--- src/rtl/cpu_debug_pkg.sv ---
// Shared state type and default parameters for the CPU debug scanner.
// Optional timestamp capture is enabled with CPU_DEBUG_SCANNER_TIMESTAMP_EN.
package cpu_debug_pkg;

  typedef enum logic [1:0] {
    HOLD,
    SETTLE,
    CAPTURE,
    WAIT
  } scan_state_t;

  localparam int DEF_RST_CYCLES    = 1;
  localparam int DEF_SETTLE_CYCLES = 4;
  localparam int DEF_LED_W         = 16;
  localparam int DEF_SSD_W         = 13;
  localparam int DEF_LED_SEL_W     = 2;
  localparam int DEF_SSD_SEL_W     = 4;
  localparam int DEF_TS_W          = 32;

  // Bits needed to count from 0 up to max_val inclusive, never less than one.
  function automatic int cnt_width(input int max_val);
    return (max_val < 1) ? 1 : $clog2(max_val + 1);
  endfunction

endpackage

--- src/rtl/dbg_cycle_counter.sv ---
// Width-parametrised up-counter with synchronous reset, synchronous clear and
// count enable; clear wins over enable.
module dbg_cycle_counter #(
  parameter int W = 8
) (
  input  logic         clk,
  input  logic         rst,
  input  logic         clr,
  input  logic         en,
  output logic [W-1:0] count
);

  always_ff @(posedge clk) begin
    if (rst || clr) begin
      count <= '0;
    end else if (en) begin
      count <= count + W'(1);
    end
  end

endmodule

--- src/rtl/cpu_debug_scanner.sv ---
// Debug scan harness: resets the CPU, walks ledSel/ssdSel through every value
// and streams settled leds/ssd samples; CPU_DEBUG_SCANNER_TIMESTAMP_EN adds out_ts.
module cpu_debug_scanner
  import cpu_debug_pkg::*;
#(
  parameter int RST_CYCLES    = DEF_RST_CYCLES,
  parameter int SETTLE_CYCLES = DEF_SETTLE_CYCLES,
  parameter int LED_W         = DEF_LED_W,
  parameter int SSD_W         = DEF_SSD_W,
  parameter int LED_SEL_W     = DEF_LED_SEL_W,
  parameter int SSD_SEL_W     = DEF_SSD_SEL_W
`ifdef CPU_DEBUG_SCANNER_TIMESTAMP_EN
  ,
  parameter int TS_W          = DEF_TS_W
`endif
) (
  input  logic                 clk,
  input  logic                 rst,
  input  logic                 restart,
  input  logic                 scan_en,
  output logic                 cpu_rst,
  output logic [LED_SEL_W-1:0] led_sel,
  output logic [SSD_SEL_W-1:0] ssd_sel,
  input  logic [LED_W-1:0]     leds,
  input  logic [SSD_W-1:0]     ssd,
  output logic                 out_valid,
  input  logic                 out_ready,
  output logic [SSD_SEL_W-1:0] out_idx,
  output logic [LED_W-1:0]     out_leds,
  output logic [SSD_W-1:0]     out_ssd
`ifdef CPU_DEBUG_SCANNER_TIMESTAMP_EN
  ,
  output logic [TS_W-1:0]      out_ts
`endif
);

  // One counter serves both the reset hold and the settle wait.
  localparam int CNT_MAX = (RST_CYCLES > SETTLE_CYCLES) ? RST_CYCLES : SETTLE_CYCLES;
  localparam int CNT_W   = cnt_width(CNT_MAX);
  localparam logic [CNT_W-1:0] HOLD_LAST   = CNT_W'(RST_CYCLES - 1);
  localparam logic [CNT_W-1:0] SETTLE_LAST = CNT_W'(SETTLE_CYCLES);

  scan_state_t          state;
  logic [SSD_SEL_W-1:0] idx;
  logic [CNT_W-1:0]     cnt;
  logic                 hold_done;
  logic                 settle_done;
  logic                 cnt_clr;
  logic                 cnt_en;

  assign hold_done   = (state == HOLD) && (cnt == HOLD_LAST);
  assign settle_done = (state == SETTLE) && scan_en && (cnt == SETTLE_LAST);
  assign cnt_clr     = restart || hold_done || settle_done;
  assign cnt_en      = (state == HOLD) || ((state == SETTLE) && scan_en);

  dbg_cycle_counter #(.W(CNT_W)) u_phase_cnt (
    .clk   (clk),
    .rst   (rst),
    .clr   (cnt_clr),
    .en    (cnt_en),
    .count (cnt)
  );

  assign led_sel = idx[LED_SEL_W-1:0];
  assign ssd_sel = idx;

  // A restart drops any pending sample, even one being handshaked this cycle.
  always_ff @(posedge clk) begin
    if (rst || restart) begin
      state     <= HOLD;
      cpu_rst   <= 1'b1;
      idx       <= '0;
      out_valid <= 1'b0;
      out_idx   <= '0;
      out_leds  <= '0;
      out_ssd   <= '0;
    end else begin
      unique case (state)
        HOLD: begin
          if (hold_done) begin
            cpu_rst <= 1'b0;
            state   <= SETTLE;
          end
        end
        SETTLE: begin
          if (settle_done) begin
            state <= CAPTURE;
          end
        end
        CAPTURE: begin
          out_idx   <= idx;
          out_leds  <= leds;
          out_ssd   <= ssd;
          out_valid <= 1'b1;
          state     <= WAIT;
        end
        WAIT: begin
          if (out_ready) begin
            out_valid <= 1'b0;
            idx       <= idx + SSD_SEL_W'(1);
            state     <= SETTLE;
          end
        end
        default: begin
          state <= HOLD;
        end
      endcase
    end
  end

`ifdef CPU_DEBUG_SCANNER_TIMESTAMP_EN
  logic [TS_W-1:0] ts;

  // Cycles since the CPU last left reset.
  dbg_cycle_counter #(.W(TS_W)) u_ts_cnt (
    .clk   (clk),
    .rst   (rst),
    .clr   (cpu_rst),
    .en    (1'b1),
    .count (ts)
  );

  always_ff @(posedge clk) begin
    if (rst || restart) begin
      out_ts <= '0;
    end else if (state == CAPTURE) begin
      out_ts <= ts;
    end
  end
`endif

endmodule

--- config.mk ---
export PLATFORM = sky130hd
export DESIGN_NAME = cpu_debug_scanner
export DESIGN_NICKNAME = d
export VERILOG_FILES = /design/src/rtl/cpu_debug_pkg.sv /design/src/rtl/dbg_cycle_counter.sv /design/src/rtl/cpu_debug_scanner.sv
export SDC_FILE = /design/constraint.sdc
export NUM_CORES = 1
export LEC_CHECK = 0
export BUFFER_PORTS_ARGS = -buffer_cell sky130_fd_sc_hd__clkbuf_2
export CAP_MARGIN = 40
export CORE_ASPECT_RATIO = 0.8
export CORE_MARGIN = 5
export CORE_UTILIZATION = 25
export DETAILED_ROUTE_END_ITERATION = 8
export GPL_TIMING_DRIVEN = 1
export PLACE_DENSITY_LB_ADDON = 0.3
export SLEW_MARGIN = 0
export SYNTH_ARGS = -nofsm -noshare
export SYNTH_HDL_FRONTEND = slang
export SYNTH_HIERARCHICAL = 1
export SYNTH_SLANG_ARGS = --single-unit
export TNS_END_PERCENT = 5
--- constraint.sdc ---
create_clock -name clk -period 1.51 [get_ports clk]
set_input_delay 0.0755 -clock clk [delete_from_list [all_inputs] [get_ports clk]]
set_output_delay 0.0755 -clock clk [all_outputs]
set_load 0.05 [all_outputs]
### Word level (Yosys, flattened, before mapping)

Index checks and enable logic that the tools add are counted.

* add/sub/neg operators: 2
* reductions and logical operators: 15
* mux-type cells: 6
* equality and inequality tests: 7

Operators with widths (count)
* case mux 2 bit (4 select lines): 1
* 2-to-1 mux 2 bit: 3
* != test 2 bit (second input constant): 3
* AND reduction 2 bit: 3
* logical OR 1 bit: 5
* adder 4 x 1 -> 4 bit (second input constant): 1
* == test 2 bit (second input constant): 2
* adder 3 x 1 -> 3 bit (second input constant): 1
* == test 3 bit (second input constant): 1
* logical AND 1 bit: 3
* zero test 3 bit: 1
* AND reduction 3 bit: 1
* == test 2 x 1 -> 1 bit (second input constant): 1
* zero test 2 bit: 1
* case mux 1 bit (2 select lines): 1
* nonzero test 2 bit: 1
* 2-to-1 mux 1 bit: 1

* bits of input ports: 34
* register bits: 44
* logic and storage cells: 38
* output and inout bits: 41

### Logic depth before layout (Yosys ltp)

Gate-level depths: netlist (run 1).

* word-level depth: 5
* mapped depth: 6

### By module

Netlist (run 1), hierarchy kept.

Modules (own cells, without submodules)
* cpu_debug_scanner: times used 1, area each 1615.3 um2, cells each 161, seq. area each 820.8 um2
* dbg_cycle_counter: times used 1, area each 131.4 um2, cells each 11, seq. area each 60.1 um2

### Least setup slack after synthesis (run 1)

Ideal clock, no wire load.

* path type: reg-to-reg
* from: register state[0]
* to: register out_idx[0]
* data arrival time: 1318 ps
* path buffers: 2
* cell stages (with the launch flop): 7
* library setup time: 128 ps
* setup slack: 64 ps
* cell sequence: dfxtp_1 -> inv_1 -> ha_1 -> clkbuf_1 -> buf_2 -> mux2i_1 -> nor2_1

* word-level cells in the longest chain between the ends: 1

RTL lines
* from (decl): line cpu_debug_scanner.sv:43 `scan_state_t state;`
* from (signal assigned): line cpu_debug_scanner.sv:70 `state <= HOLD;`
* from (signal assigned): line cpu_debug_scanner.sv:82 `state <= SETTLE;`
* from (signal assigned): line cpu_debug_scanner.sv:87 `state <= CAPTURE;`
* == test 2 bit: line cpu_debug_scanner.sv:78 `unique case (state)`
* to (signal assigned): line cpu_debug_scanner.sv:91 `out_idx <= idx;`
* to (decl): line cpu_debug_scanner.sv:28 `output logic [SSD_SEL_W-1:0] out_idx,`

No other way between the ends.
A chain may end at the register's enable or synchronous reset.

### Final worst setup path (run 1)

* from: register u_phase_cnt.count[0]
* to: register state[1]

* word-level cells in the longest chain between the ends: 4
* elaborated cells on any way between the ends: 7
* those cells by class: eq/ne: 3; reduce/logical: 4

RTL lines
* from (decl): line dbg_cycle_counter.sv:10 `output logic [W-1:0] count`
* from (signal assigned): line dbg_cycle_counter.sv:17 `count <= count + W'(1);`
* == test 3 bit / zero test 3 bit (equally long branches): line cpu_debug_scanner.sv:52, cpu_debug_scanner.sv:51
* logical AND 1 bit (on tied branches): line cpu_debug_scanner.sv:52, cpu_debug_scanner.sv:51
* != test 2 bit (no source line)
* AND reduction 3 bit (no source line) *

Every way passes the cells marked *; elsewhere a longest branch is shown, timed or not.

==> impl_metrics.py, run 1 <==
metrics = {
    "routing": {
        "drt_pass1_iterations": 4,
        "routed_wirelength_um": 3960,
        "drt_first_iter_violations": 57,
        "drc_errors": 0,
        "drt-wirelength-per-cell_um": 11.7,
        "route.antenna.remaining_nets": 0,
        "post_drt_via_cell_ratio": 4.09,
        "vias": 1384,
    },
    "place": {
        "hpwlAfterDp_um": 2900,
        "routabilityCongestion": 0.814,
        "io_buffers": 74,
    },
    "sta": {
        "worst_slew_pin_slew_ps": 442,
        "fin_tns_setup_ps": 0,
        "max_freq_mhz": 689,
        "post-route-period-util": 0.961,
        "slew_viol_final": 0,
        "layout_min_cycle_time_ps": 1450,
        "timing.final.setup_violations": 0,
        "final_hold_viol_count": 0,
        "grt_setup_unrepaired": "yes",
        "clock_skew_ps": 8.32,
        "whs_ps": 15.5,
        "max_slew_margin": 0.705,
    },
    "clock_network": {
        "cts_root_buffer": "sky130_fd_sc_hd__clkbuf_8",
        "cts_buffer_depth": 2,
        "clkTransAtPathRegs_ps": 80,
        "tritoncts.num_buffers": 5,
        "ctsHtreeMaxLevel": 2,
        "clock_sink_count": 44,
        "clock_insertion_delay_worst_skew_ps": 290,
        "post_cts.repair.setup_buffers": 0,
        "tritoncts": "done",
    },
    "floorplan": {
        "die-area_um2": 8770,
        "io-pin-count": 75,
        "core_um2": 6860,
        "num_rows": 27,
        "chipWidth_um": 103,
        "floorplan.initialDensity": 0.255,
        "die-height_um": 84.8,
    },
    "critical_path": {
        "cpMaxStageDelayCell": "sky130_fd_sc_hd__or3_1",
        "critPathLaunchType": "register",
        "timing.critical_path.required_ps": 1730,
        "cp_data_arrival_time_ps": 1670,
        "timing.setup.critical_path_class": "reg -> reg",
        "critical_path.max_fanout": 2,
        "cp_cell_sequence": "or3_1 -> a222oi_1 -> buf_4 -> mux2i_1",
        "crit_path_largest_cell_delay_ps": 370,
        "cp-end-kind": "register",
    },
    "pwr": {
        "power_leakage_uw": 0.00101,
        "power_switching_uw": 548,
        "p_per_area_nw_per_um2": 980,
        "power.ir.vdd_worst_mv": 0.396,
        "power.share.switching": 0.236,
        "power_frac_comb": 0.105,
        "internal-power_uw": 1770,
        "power.share.sequential": 0.511,
        "pwr-share-clk": 0.384,
    },
    "outcome": {
        "run_status": "complete, no violations",
    },
    "global_route": {
        "grt_remaining_overflow": 0,
        "grt_antenna_before_repair": 0,
        "via_count_of_the_first_global_routing_pass": 1323,
        "track_usage": 0.0900,
        "maximum_number_of_pins_on_one_net_before_global_route_repair": 40,
        "grt_pass1_wl_um": 6130,
    },
    "yosys": {
        "synth-seq-area-share": 0.504,
        "syn_area_per_cell_um2": 10.2,
        "synthesis.area_um2": 1750,
        "synth.yosys.warnings": 6,
        "mapped_cells": 172,
        "synth_nets": 213,
        "synth.lib_cells_used.distinct": 27,
        "ys_ff_latch": 44,
    },
    "layout": {
        "most_common_library_cell_in_the_layout_ignoring_fill_and_taps": "sky130_fd_sc_hd__clkbuf_2",
        "mostFrequentLayoutCells": "sky130_fd_sc_hd__clkbuf_2 (74), sky130_fd_sc_hd__dfxtp_1 (41), sky130_fd_sc_hd__nor2_1 (38)",
        "area_growth_syn_to_layout_pct": 35.5,
        "share_of_cells_above_drive_strength_1": 0.375,
        "antenna_cells": 0,
        "final_nets": 291,
    },
    "job": {
        "timing.max_cap.violations": 0,
    },
    "worst_hold_path": {
        "timing.hold.worst.class": "in -> reg",
    },
}
==> cell usage after synthesis <==
cell type / n / share of area
sky130_fd_sc_hd__a211oi_2: 1 / 0.0072
sky130_fd_sc_hd__a21bo_2: 1 / 0.0057
sky130_fd_sc_hd__a21o_1: 2 / 0.0086
sky130_fd_sc_hd__a21oi_1: 3 / 0.0086
sky130_fd_sc_hd__a222oi_1: 1 / 0.0057
sky130_fd_sc_hd__and3_1: 1 / 0.0036
sky130_fd_sc_hd__buf_1: 1 / 0.0021
sky130_fd_sc_hd__buf_2: 3 / 0.0086
sky130_fd_sc_hd__buf_4: 2 / 0.0086
sky130_fd_sc_hd__clkbuf_1: 4 / 0.0086
sky130_fd_sc_hd__dfxtp_1: 44 / 0.50
sky130_fd_sc_hd__ha_1: 7 / 0.050
sky130_fd_sc_hd__inv_1: 3 / 0.0064
sky130_fd_sc_hd__mux2i_1: 36 / 0.21
sky130_fd_sc_hd__nand2_1: 6 / 0.013
sky130_fd_sc_hd__nand2b_1: 1 / 0.0036
sky130_fd_sc_hd__nand3_1: 3 / 0.0086
sky130_fd_sc_hd__nand3b_1: 1 / 0.0043
sky130_fd_sc_hd__nand4bb_1: 1 / 0.0064
sky130_fd_sc_hd__nor2_1: 38 / 0.082
sky130_fd_sc_hd__nor2b_1: 2 / 0.0072
sky130_fd_sc_hd__nor3_1: 2 / 0.0057
sky130_fd_sc_hd__o21ai_0: 2 / 0.0057
sky130_fd_sc_hd__or2_2: 1 / 0.0036
sky130_fd_sc_hd__or3_1: 3 / 0.011
sky130_fd_sc_hd__xnor2_1: 1 / 0.0050
sky130_fd_sc_hd__xor2_1: 2 / 0.010
==> path summary, 6_finish.rpt <==
| check | cells past startpoint | start | slack, ps | endpoint |
|---|---|---|---|---|
| setup / recovery | 4 | u_phase_cnt/count[0] | 60 | state[1] |
| hold / removal | 3 | leds[15] | 20 | out_leds[15] |
| setup reg to reg | 4 | u_phase_cnt/count[0] | 60 | state[1] |
| hold reg to reg | 1 | cpu_rst | 460 | cpu_rst |
==> stage by stage <==
step	std cells	instance area [um2]	total power [uW]	util	setup slack (ps)
6_report	338	2370	2320	0.345	59.4
5_1_grt	338	2370	2450	0.345	-59.4
4_1_cts	338	2360	2380	0.344	17.2
3_5_place_dp	328	2230	1450	0.325	46.2
3_3_place_gp	328	2230	1450	0.325	114
2_1_floorplan	172	1750	1360	-	64.2
==> power groups by stage <==
stage | Clock [uW] | Combinational (uW) | Sequential [uW]
after floorplan | 0 | 114 | 1250
after global placement | 0 | 239 | 1210
after detailed placement | 0 | 239 | 1210
after CTS | 948 | 244 | 1190
after global routing | 994 | 269 | 1190
final | 892 | 243 | 1190
==> cells by family after synthesis <==
family | count (synthesis) | share of synthesized area
AOI/OAI and AO/OA | 10 | 0.0415
adders and majority gates | 7 | 0.0501
and+or+nand+nor | 59 | 0.148
DFF | 44 | 0.504
xor gates and xnor gates | 3 | 0.0150
buffers and inverters | 13 | 0.0344
muxes | 36 | 0.206
==> worst max-delay path: cells and delay by family (launching register included) <==
family / cells / cell delay [ps]
mux: 1 / 180
simple gates: 1 / 370
compound gates: 1 / 330
flops: 1 / 310
buf+inv: 1 / 180
==> per-layer routing <==
layer  GRT usage  share of wire  vias up
li1            -              -      728
met1       0.114           0.46      605
met2       0.139           0.44       47
met3      0.0307          0.085        4
met4      0.0353         0.0078        0
met5           0              0        -
==> flip-flops by register name, summed over array words and instances (netlist names) <==
| signal | flops |
|---|---|
| out_ssd | 13 |
| out_leds | 16 |
| u_phase_cnt/count | 3 |
| out_idx | 4 |
| ssd_sel | 4 |
| out_valid | 1 |
| state | 2 |
| cpu_rst | 1 |
==> what timing repair did <==
item                                    4_1_cts  5_1_grt
resized for setup                             0        5
hold endpoints to repair                      2        0
endpoints found under the setup margin        0        7
hold buffers                                  2        0
==> area by class of cell <==
class,instances,area [um2]
Fill cell,707,4490
Inverter,3,11.3
Tap cell,87,109
Timing Repair Buffer,81,440
Multi-Input combinational cell,115,811
Clock inverter,3,42.5
Clock buffer,5,68.8
Sequential cell,44,885
(Power assumes the default switching activity.)
==> run 2: changes to the inputs <==
- SYNTH_HIERARCHICAL: 1 -> default
==> run 2 against run 1 <==
First-iteration DRC count shrank 35%. Hold slack lost 1.3 ps. Synthesized cell count grew 4.1%. Core utilization grew 0.63 points. Register-to-register slack gained 70 ps. Worst setup slack gained 66 ps. Critical path depth grew 1. Wire length shrank 0.13%. Global-route usage shrank 0.24 points. Via count grew 3.0%. Power grew 3.1%. Combinational power grew 5%. Largest cell class unchanged. Largest power group unchanged.
==> impl_metrics.py, run 2 <==
metrics = {
    "yosys": {
        "synth_top_flop_cell": "sky130_fd_sc_hd__dfxtp_1",
        "synth-edff-count": 0,
        "synth_nets": 221,
        "synth.lib_cells_used.distinct": 26,
        "ys_ff_latch": 44,
        "synth-seq-area-share": 0.498,
        "post-synth-top-count-cell": "sky130_fd_sc_hd__dfxtp_1",
        "synthTopCellsByCount": "sky130_fd_sc_hd__dfxtp_1 (44), sky130_fd_sc_hd__nor2_1 (37), sky130_fd_sc_hd__mux2i_1 (36)",
        "synthesis.area_um2": 1770,
        "cell_types_with_the_largest_area_share_after_synthesis": "sky130_fd_sc_hd__dfxtp_1 (50%), sky130_fd_sc_hd__mux2i_1 (20%), sky130_fd_sc_hd__nor2_1 (7.9%)",
        "synth_largest_area_cell": "sky130_fd_sc_hd__dfxtp_1",
        "syn_area_per_cell_um2": 9.88,
        "synth_top_area_share": 0.498,
        "mapped_cells": 179,
        "synth.yosys.warnings": 0,
        "asyncSetResetFlopFracSynth": 0,
    },
    "pwr": {
        "internal-power_uw": 1830,
        "power.ir.vdd_worst_mv": 0.475,
        "pwr-share-clk": 0.398,
        "power_frac_comb": 0.106,
        "power.share.switching": 0.235,
        "p_per_area_nw_per_um2": 988,
        "power_switching_uw": 562,
        "power.share.sequential": 0.496,
        "power_leakage_uw": 0.00102,
    },
    "floorplan": {
        "core_um2": 6890,
        "num_rows": 27,
        "chipWidth_um": 104,
        "io-pin-count": 75,
        "die-area_um2": 8860,
        "die-height_um": 85.2,
        "floorplan.initialDensity": 0.257,
    },
    "routing": {
        "route.antenna.remaining_nets": 0,
        "drt_pass1_iterations": 4,
        "drt_first_iter_violations": 37,
        "drc_errors": 0,
        "vias": 1426,
        "routed_wirelength_um": 3960,
        "post_drt_via_cell_ratio": 4.16,
        "drt-wirelength-per-cell_um": 11.5,
    },
    "sta": {
        "layout_min_cycle_time_ps": 1380,
        "max_freq_mhz": 722,
        "timing.final.setup_violations": 0,
        "post-route-period-util": 0.917,
        "max_slew_margin": 0.768,
        "clock_skew_ps": 6.94,
        "final_hold_viol_count": 0,
        "slew_viol_final": 0,
        "worst_slew_pin_slew_ps": 347,
    },
    "critical_path": {
        "regToRegStartpoint": "state[0]",
        "cp_data_arrival_time_ps": 1560,
        "cp_cell_sequence": "inv_1 -> ha_2 -> a21oi_1 -> mux2i_1 -> nor3_1",
        "crit_path_largest_cell_delay_ps": 390,
        "critPathLaunchType": "register",
        "cpMaxStageDelayCell": "sky130_fd_sc_hd__dfxtp_4",
        "critical_path.max_fanout": 5,
        "cp-end-kind": "register",
        "timing.critical_path.required_ps": 1680,
        "timing.setup.critical_path_class": "reg -> reg",
        "critical_path.startpoint": "state[0]",
    },
    "layout": {
        "final_cell_count_no_fill": 343,
        "layout_top_registers": "out_leds: 16 flops, out_ssd: 13 flops",
        "area_growth_syn_to_layout_pct": 37.0,
        "share_of_cells_above_drive_strength_1": 0.383,
        "mostFrequentLayoutCells": "sky130_fd_sc_hd__clkbuf_2 (74), sky130_fd_sc_hd__dfxtp_1 (42), sky130_fd_sc_hd__nor2_1 (37)",
        "layout.filler_cells": 716,
        "final_nets": 297,
        "antenna_cells": 0,
        "final_design_area_no_fill_um2": 2420,
        "most_common_library_cell_in_the_layout_ignoring_fill_and_taps": "sky130_fd_sc_hd__clkbuf_2",
        "largest_register": "out_leds",
        "largest_register_ffs": 16,
    },
    "global_route": {
        "grt_remaining_overflow": 0,
        "track_usage": 0.0876,
        "grt_antenna_before_repair": 0,
        "grt_pass1_wl_um": 6420,
        "via_count_of_the_first_global_routing_pass": 1380,
        "maximum_number_of_pins_on_one_net_before_global_route_repair": 24,
    },
    "clock_network": {
        "tritoncts.num_buffers": 5,
        "clkTransAtPathRegs_ps": 90,
        "tritoncts": "done",
        "cts_buffer_depth": 2,
        "hold_buffer_count_at_cts": 0,
        "clock_sink_count": 44,
        "ctsHtreeMaxLevel": 2,
        "cts_root_buffer": "sky130_fd_sc_hd__clkbuf_8",
        "clock_insertion_delay_worst_skew_ps": 290,
        "post_cts.repair.setup_buffers": 0,
    },
    "place": {
        "place.detailed.instances": 335,
        "routabilityCongestion": 0.722,
        "hpwlAfterDp_um": 2960,
        "placement.cell_area_um2": 2270,
        "io_buffers": 74,
    },
    "worst_hold_path": {
        "worst_hold_startpoint": "leds[14]",
        "timing.hold.worst.class": "in -> reg",
    },
    "outcome": {
        "run_status": "complete, no violations",
    },
    "job": {
        "timing.max_cap.violations": 0,
    },
}
-- run 2: repair_timing --
item,4_1_cts,5_1_grt
setup endpoints to repair,0,4
resized for setup,0,11
endpoints found under the hold margin,0,0
-- run 2: cells by family (layout without fill, tap and decap cells) --
family	Yosys count	count (layout)	synth area share
compound gates	12	12	0.0389
xor+xnor	3	3	0.0149
fa+ha+maj	8	8	0.0566
buf+inv	18	95	0.0453
flops	44	44	0.498
mux	36	36	0.204
simple gates	58	58	0.142
-- run 2: power by group through the flow --
stage	Clock [uW]	Sequential [uW]	Combinational [uW]
2_1_floorplan	0	1250	120
3_3_place_gp	0	1210	246
3_5_place_dp	0	1210	250
4_1_cts	1000	1190	251
5_1_grt	1040	1190	281
6_report	952	1190	254
-- run 2: stage by stage --
| step | util | setup slack (ps) | power, uW | hold WS [ps] | setup TNS [ps] |
|---|---|---|---|---|---|
| after floorplan | - | 132 | 1370 | 207 | 0 |
| after global placement | 0.329 | 93.2 | 1460 | 307 | 0 |
| after detailed placement | 0.329 | 40.2 | 1460 | 321 | 0 |
| after CTS | 0.346 | 13.8 | 2440 | 5.57 | 0 |
| after global routing | 0.351 | -9.61 | 2510 | 6.60 | -9.61 |
| final | 0.351 | 125 | 2390 | 14.2 | 0 |
-- run 2: layer usage --
| metal | GRT usage | wire (um) | up-vias |
|---|---|---|---|
| met4 | 0.0247 | 15 | 0 |
| met1 | 0.103 | 1800 | 639 |
| met5 | 0 | 0 | - |
| li1 | - | - | 742 |
| met3 | 0.0403 | 311 | 2 |
| met2 | 0.144 | 1830 | 43 |
-- run 2: cell type report --
cell class	instances	area [um2]	area share
well taps	87	109	0.0449
clock buffers	6	82.6	0.0341
multi-input cells	117	840	0.347
repair buffers	80	440	0.182
flip-flops and latches	44	886	0.366
clock inverters	2	38.8	0.0160
inverters	7	26.3	0.0108
-- run 2: critical path, delay by kind of cell, from the launching register on --
family                     cells  cell delay, ps
DFF                            1             390
AOI/OAI and AO/OA              1             300
muxes                          1             240
adders and majority gates      1             210
buffers and inverters          1              70
and+or+nand+nor                1              60
-- run 2: final timing paths --
check                         end  slack [ps]  cells past startpoint
max reg2reg  u_phase_cnt.count[1]         130                      5
min                  out_leds[14]          10                      3
max          u_phase_cnt.count[1]         130                      5
min reg2reg               cpu_rst         480                      2
